===== config.mk =====
export PLATFORM = sky130hd
export DESIGN_NAME = seg7_scan_decoder_flat
export DESIGN_NICKNAME = d
export VERILOG_FILES = /design/src/rtl/seg7_scan_decoder_if.sv /design/src/rtl/seg7_scan_decoder.sv /design/src/flat_wrapper.sv
export SDC_FILE = /design/constraint.sdc
export NUM_CORES = 1
export LEC_CHECK = 0
export CORE_MARGIN = 2
export CORE_UTILIZATION = 56
export DETAILED_ROUTE_END_ITERATION = 8
export GPL_TIMING_DRIVEN = 0
export HOLD_SLACK_MARGIN = 0.12
export PLACE_DENSITY = 0.77
export RECOVER_POWER = 100
export SETUP_SLACK_MARGIN = 0.4
export SLEW_MARGIN = 10
export SYNTH_ARGS = -nofsm -noshare
export SYNTH_HDL_FRONTEND = slang
export SYNTH_SLANG_ARGS = --single-unit
export TNS_END_PERCENT = 50

===== constraint.sdc =====
create_clock -name i_clk -period 2.76 [get_ports i_clk]
set_clock_uncertainty 0.2 [all_clocks]
set_input_delay 0.552 -clock i_clk [delete_from_list [all_inputs] [get_ports i_clk]]
set_output_delay 0.552 -clock i_clk [all_outputs]
set_load 0.02 [all_outputs]

===== src/rtl/seg7_scan_decoder_if.sv =====
// Display-side lines in and decoded frame out of the scan decoder, bundled
// so that the decoder and its driver connect through one port.
interface seg7_scan_decoder_if;
    logic [6:0]  i_seg;
    logic        i_dp;
    logic [3:0]  i_dig;
    logic [15:0] o_val;
    logic [3:0]  o_dp;
    logic        o_valid;
    logic        o_err;

    modport master (
        output i_seg, i_dp, i_dig,
        input  o_val, o_dp, o_valid, o_err
    );

    modport slave (
        input  i_seg, i_dp, i_dig,
        output o_val, o_dp, o_valid, o_err
    );
endinterface


===== src/rtl/seg7_scan_decoder.sv =====
// Recovers a 4-digit hex frame from a multiplexed 7-segment display by
// accepting each digit after STABLE identical synchronized samples.
module seg7_scan_decoder #(
    parameter int unsigned STABLE = 4
) (
    input  logic               i_clk,
    input  logic               i_reset,
    seg7_scan_decoder_if.slave bus
);
    typedef enum logic [1:0] {EXP0, EXP1, EXP2, EXP3} state_t;

    localparam logic [7:0] C_STABLE = 8'(STABLE);

    logic [11:0] r_sync1, r_sync2, r_prev;
    logic [7:0]  r_cnt;
    logic        r_accept;
    state_t      r_state;
    logic [3:0]  r_slot_val [3];
    logic [2:0]  r_slot_dp;
    logic [15:0] r_val;
    logic [3:0]  r_dp;
    logic        r_valid, r_err;

    state_t      w_state_next;
    logic [7:0]  w_cnt_next;
    logic [3:0]  w_dig;
    logic [6:0]  w_seg;
    logic        w_dp;
    logic        w_onehot, w_expected, w_dec_ok;
    logic [3:0]  w_nibble;
    logic        w_store, w_valid_next, w_err_next;

    function automatic logic [4:0] decode(input logic [6:0] seg);
        case (seg)
            7'h3F: decode = 5'h10;
            7'h06: decode = 5'h11;
            7'h5B: decode = 5'h12;
            7'h4F: decode = 5'h13;
            7'h66: decode = 5'h14;
            7'h6D: decode = 5'h15;
            7'h7D: decode = 5'h16;
            7'h07: decode = 5'h17;
            7'h7F: decode = 5'h18;
            7'h6F: decode = 5'h19;
            7'h77: decode = 5'h1A;
            7'h7C: decode = 5'h1B;
            7'h39: decode = 5'h1C;
            7'h5E: decode = 5'h1D;
            7'h79: decode = 5'h1E;
            7'h71: decode = 5'h1F;
            default: decode = 5'h00;
        endcase
    endfunction

    assign w_cnt_next = (r_sync2 != r_prev)  ? 8'd1 :
                        (r_cnt == C_STABLE)  ? r_cnt : r_cnt + 8'd1;

    // During the acceptance cycle r_prev holds the sample that completed its run
    assign w_dig      = r_prev[11:8];
    assign w_dp       = r_prev[7];
    assign w_seg      = r_prev[6:0];
    assign w_onehot   = (w_dig != 4'd0) && ((w_dig & (w_dig - 4'd1)) == 4'd0);
    assign w_expected = (w_dig == (4'b0001 << r_state));
    assign {w_dec_ok, w_nibble} = decode(w_seg);

    always_comb begin
        // NOTE: every output of this block gets a default first so no path can infer a latch.
        w_state_next = r_state;
        w_store      = 1'b0;
        w_valid_next = 1'b0;
        w_err_next   = 1'b0;
        if (r_accept && w_onehot) begin
            if (w_expected) begin
                if (!w_dec_ok) begin
                    w_err_next   = 1'b1;
                    w_state_next = EXP0;
                end else if (r_state == EXP3) begin
                    w_valid_next = 1'b1;
                    w_state_next = EXP0;
                end else begin
                    w_store      = 1'b1;
                    w_state_next = state_t'(r_state + 2'd1);
                end
            end else if (r_state != EXP0) begin
                w_err_next   = 1'b1;
                w_state_next = EXP0;
            end
        end
    end

    always_ff @(posedge i_clk) begin
        // NOTE: sequential state uses non-blocking assignments so every flop samples pre-edge values.
        if (i_reset) r_state <= EXP0;
        else         r_state <= w_state_next;
    end

    always_ff @(posedge i_clk) begin
        if (i_reset) begin
            r_sync1   <= '0;
            r_sync2   <= '0;
            r_prev    <= '0;
            r_cnt     <= 8'd1;
            r_accept  <= 1'b0;
            // NOTE: shadow slots are reset too, even though every frame overwrites them before use.
            for (int i = 0; i < 3; i++) r_slot_val[i] <= 4'h0;
            r_slot_dp <= '0;
            r_val     <= 16'h0000;
            r_dp      <= 4'h0;
            r_valid   <= 1'b0;
            r_err     <= 1'b0;
        end else begin
            r_sync1  <= {bus.i_dig, bus.i_dp, bus.i_seg};
            r_sync2  <= r_sync1;
            r_prev   <= r_sync2;
            r_cnt    <= w_cnt_next;
            r_accept <= (w_cnt_next == C_STABLE) && (r_cnt != C_STABLE);
            for (int i = 0; i < 3; i++) begin
                if (w_store && (r_state == state_t'(i))) begin
                    r_slot_val[i] <= w_nibble;
                    r_slot_dp[i]  <= w_dp;
                end
            end
            if (w_valid_next) begin
                r_val <= {w_nibble, r_slot_val[2], r_slot_val[1], r_slot_val[0]};
                r_dp  <= {w_dp, r_slot_dp};
            end
            r_valid <= w_valid_next;
            r_err   <= w_err_next;
        end
    end

    assign bus.o_val   = r_val;
    assign bus.o_dp    = r_dp;
    assign bus.o_valid = r_valid;
    assign bus.o_err   = r_err;
endmodule


===== src/flat_wrapper.sv =====
// flat-port wrapper written by rule: the top's interface ports become plain ports
module seg7_scan_decoder_flat 
#(
    parameter int unsigned STABLE = 4
)
  (i_clk, i_reset, bus_i_seg, bus_i_dp, bus_i_dig, bus_o_val, bus_o_dp, bus_o_valid, bus_o_err);
  seg7_scan_decoder_if bus_i ();
  input  logic i_clk;
  input  logic i_reset;
  input wire logic [$bits(bus_i.i_seg)-1:0] bus_i_seg;
  input wire logic [$bits(bus_i.i_dp)-1:0] bus_i_dp;
  input wire logic [$bits(bus_i.i_dig)-1:0] bus_i_dig;
  output wire logic [$bits(bus_i.o_val)-1:0] bus_o_val;
  output wire logic [$bits(bus_i.o_dp)-1:0] bus_o_dp;
  output wire logic [$bits(bus_i.o_valid)-1:0] bus_o_valid;
  output wire logic [$bits(bus_i.o_err)-1:0] bus_o_err;
  assign bus_i.i_seg = bus_i_seg;
  assign bus_i.i_dp = bus_i_dp;
  assign bus_i.i_dig = bus_i_dig;
  assign bus_o_val = bus_i.o_val;
  assign bus_o_dp = bus_i.o_dp;
  assign bus_o_valid = bus_i.o_valid;
  assign bus_o_err = bus_i.o_err;
  seg7_scan_decoder #(.STABLE(STABLE)) u_core (.i_clk(i_clk), .i_reset(i_reset), .bus(bus_i));
endmodule

==> metrics.txt, run 1 <==
final setup fails 0; DP HPWL 4.64 mm; Final ANT Viol Nets 0; syn_area_per_cell 9.98 sq um; synth top area cells dfxtp_1 (40%), edfxtp_1 (9.9%), nor2b_1 (6.7%), mux2i_1 (6.3%), nand2_1 (5.7%); Yosys top cell area share 39.6%; met3 Usage GRT 4.33%; vias per cell 5.31; Critical-path top delay cell or4_4; r2r worst-path depth 6; Synth Flop Type dfxtp_1; cts bufs inserted 9; Async SR Flop Fraction 0%; drt drc 0; Power, Total 2.17 mW; EDFF count, synth 12; dominant cell type by area after synthesis dfxtp_1; maximum vdd drop 0.382 mV; CP endpoint kind flop; Mapped Cells 365; Die ar. 7170 sq um; sequential-to-total area share from yosys stat 49.5%; final WL 6.68 mm; layout cells sized above 1 13.2%; commonest cells in the netlist dfxtp_1 (72), nand2_1 (55), nor2b_1 (39), mux2i_1 (23), xnor2_1 (19); clock sinks 84; met1 Use GR 21.0%; Post-CTS Hold Fix Bufs 0; Core ar. 6310 sq um; CTS Buffer Depth 2; Die H 84.7 microns; antenna violations before repair 0; RR Endpoint u_core.r_slot_val[0][11]$_DFFE_PP_; Lkg Pwr 1.68 nW; Iteration-0 DRC Markers 96; RePlAce Congestion 0.884; max incr delay on CP 540 ps; Reg clk slew, reported paths 70 ps; Hold Path End u_core.r_sync2[2]$_SDFF_PP0_; RSZ-0062 raised after global routing no; CP Data Arrival Time 2300 ps; Max Clk Rate 410 MHz; drt wl/cell 13.4 microns; Top delay family on crit path simple AND/OR/NAND/NOR gates; total track usage 18.7%; met2 Usage GRT 32.3%; IO Pins 36; H-tree levels 3; setup TNS 0 ps; Initial Util 57.7%; Slew @ Worst Pin 461 ps; Relative slew margins 69.2%; R2R Path Start u_core.r_prev[3]$_SDFF_PP0_; global-route wire length before repair 10.7 mm; port bufs 35; worst-path fanout max 8; 1st-pass router iterations 4; Slew Limit Fails 0; crit-path cells clkbuf_1, nand2_1, or4_4, o2111ai_4, o2111ai_1, nand2_2; Final nets 438; CP required 2620 ps; Tmin final 2440 ps; Synth cell types 52; Critical path origin u_core.r_prev[3]$_SDFF_PP0_; crit path launch type flop; Layout area overhead 20.8%; Syn Nets 385; Yosys warning count 0; crit share post-route 88.3%; Max Cap Violations 0; PwrDens 493 nW/um^2; CTS root buf clkbuf_8; kind of critical path flop to flop; gr ovfl total 0; hold depth 1; Clock Latency Late Sink 350 ps; #FFs+latches synth 84; synthesized cell area 3640 sq um; WP buf/inv 1; Ant. Diodes 0; top-count cell post-synth dfxtp_1; R2R Setup Slk 320 ps; die extent in x 84.7 microns; gr busiest metal met2; via count 2654; largest net degree at the start of global routing 14; HP Start u_core.r_sync1[2]$_SDFF_PP0_; num rows 29; HP Class flop to flop; Hold Vio Cnt, Final 0; status complete, no violations; CTS tree yes; vias in the first global route 2470
==> worst register-to-register path: cells and delay by family (launching register included) <==
kind	cells	cell delay (ps)
and+or+nand+nor	3	920
buffers and inverters	1	270
AOI/OAI and AO/OA	2	450
DFF	1	310
==> per-layer routing <==
layer  routed length, microns  share of wire (%)
met1                     2930                 44
met2                     3370                 50
met3                      238                3.6
met4                      146                2.2
met5                        0                  0
==> final cells by class <==
class | count | area (sq um)
inverters | 7 | 26.3
well taps | 77 | 96.3
fillers | 502 | 1910
multi-input cells | 255 | 1760
repair buffers | 42 | 399
clock inverters | 5 | 26.3
plain buffers | 19 | 143
clock buffers | 11 | 141
flip-flops and latches | 84 | 1810
==> kinds of logic (layout without fill, tap and decap cells) <==
group	count (synthesis)	after routing	synth area share, %
buf+inv	26	84	4.29
xor+xnor	28	28	6.73
flops	84	84	49.5
fa+ha+maj	6	6	2.06
compound gates	32	32	7.11
mux	23	23	6.32
simple gates	166	166	24.0
==> how the worst max path moves through the flow <==
stage                                         end  cells after the start  slack, ps
2_1_floorplan   u_core.r_slot_val[0][0]$_DFFE_PP_                      6        420
3_3_place_gp    u_core.r_slot_val[0][6]$_DFFE_PP_                      6         70
3_5_place_dp    u_core.r_slot_val[0][7]$_DFFE_PP_                      6         50
4_1_cts                u_core.r_accept$_SDFF_PP0_                      7        400
5_1_grt        u_core.r_slot_val[0][11]$_DFFE_PP_                      6        210
6_report       u_core.r_slot_val[0][11]$_DFFE_PP_                      6        320
==> metrics by stage <==
stage	worst slack [ps]	instance area (sq um)	util, %	instances	hold slack [ps]
floorplan	416	3640	-	365	214
global placement	69.7	4090	64.8	477	219
detailed placement	54.3	4090	64.8	477	220
CTS	397	4290	68.0	496	237
global route	207	4400	69.7	500	250
finish	322	4400	69.7	500	236
==> timing repair <==
action | in CTS | in global routing
endpoints found under the setup margin | 49 | 54
resized for setup | 3 | 26
setup buffers | 3 | 4
pin swaps | 1 | 4
==> cell usage in the layout (no fill, tap or decap), types with 5 or more instances in the layout <==
| cell | instances |
|---|---|
| a21oi_1 | 6 |
| mux2i_1 | 23 |
| clkbuf_1 | 8 |
| clkdlybuf4s50_1 | 12 |
| xnor2_1 | 19 |
| buf_4 | 10 |
| nand2b_1 | 5 |
| dfxtp_1 | 68 |
| nor3_1 | 10 |
| xor2_1 | 9 |
| edfxtp_1 | 12 |
| inv_1 | 6 |
| and3_1 | 6 |
| nand2_1 | 54 |
| nand3_1 | 7 |
| o21ai_0 | 5 |
| nor2_1 | 17 |
| nor2b_1 | 39 |
| clkbuf_8 | 10 |
| dlygate4sd3_1 | 23 |
==> flip-flops by register name, indices dropped and copies added (netlist names) <==
signal / cells
u_core.bus.o_valid: 1
u_core.bus.o_val: 4
u_core.r_prev: 12
u_core.r_state: 2
u_core.r_slot_val: 12
u_core.r_sync2: 12
u_core.r_accept: 1
u_core.r_slot_dp: 3
u_core.bus.o_dp: 4
u_core.r_cnt: 8
bus_o_val: 12
u_core.r_sync1: 12
u_core.bus.o_err: 1
==> power by group <==
part	leakage, nW	total [mW]	switching, mW	internal, mW
logic	0.879	0.132	0.0685	0.0633
registers	0.712	1.28	0.0159	1.27
clock network	0.0932	0.755	0.409	0.346
total	1.68	2.17	0.494	1.67
Power figures use the tool's default switching activity.
==> run 2: changes to the inputs <==
--- a/config.mk
+++ b/config.mk
@@ -5,6 +5,7 @@
 export SDC_FILE = /design/constraint.sdc
 export NUM_CORES = 1
 export LEC_CHECK = 0
+export CAP_MARGIN = 20
 export CORE_MARGIN = 2
 export CORE_UTILIZATION = 56
 export DETAILED_ROUTE_END_ITERATION = 8
==> results of run 2 <==
Final layout, timing and power as in run 1 (identical DEF).
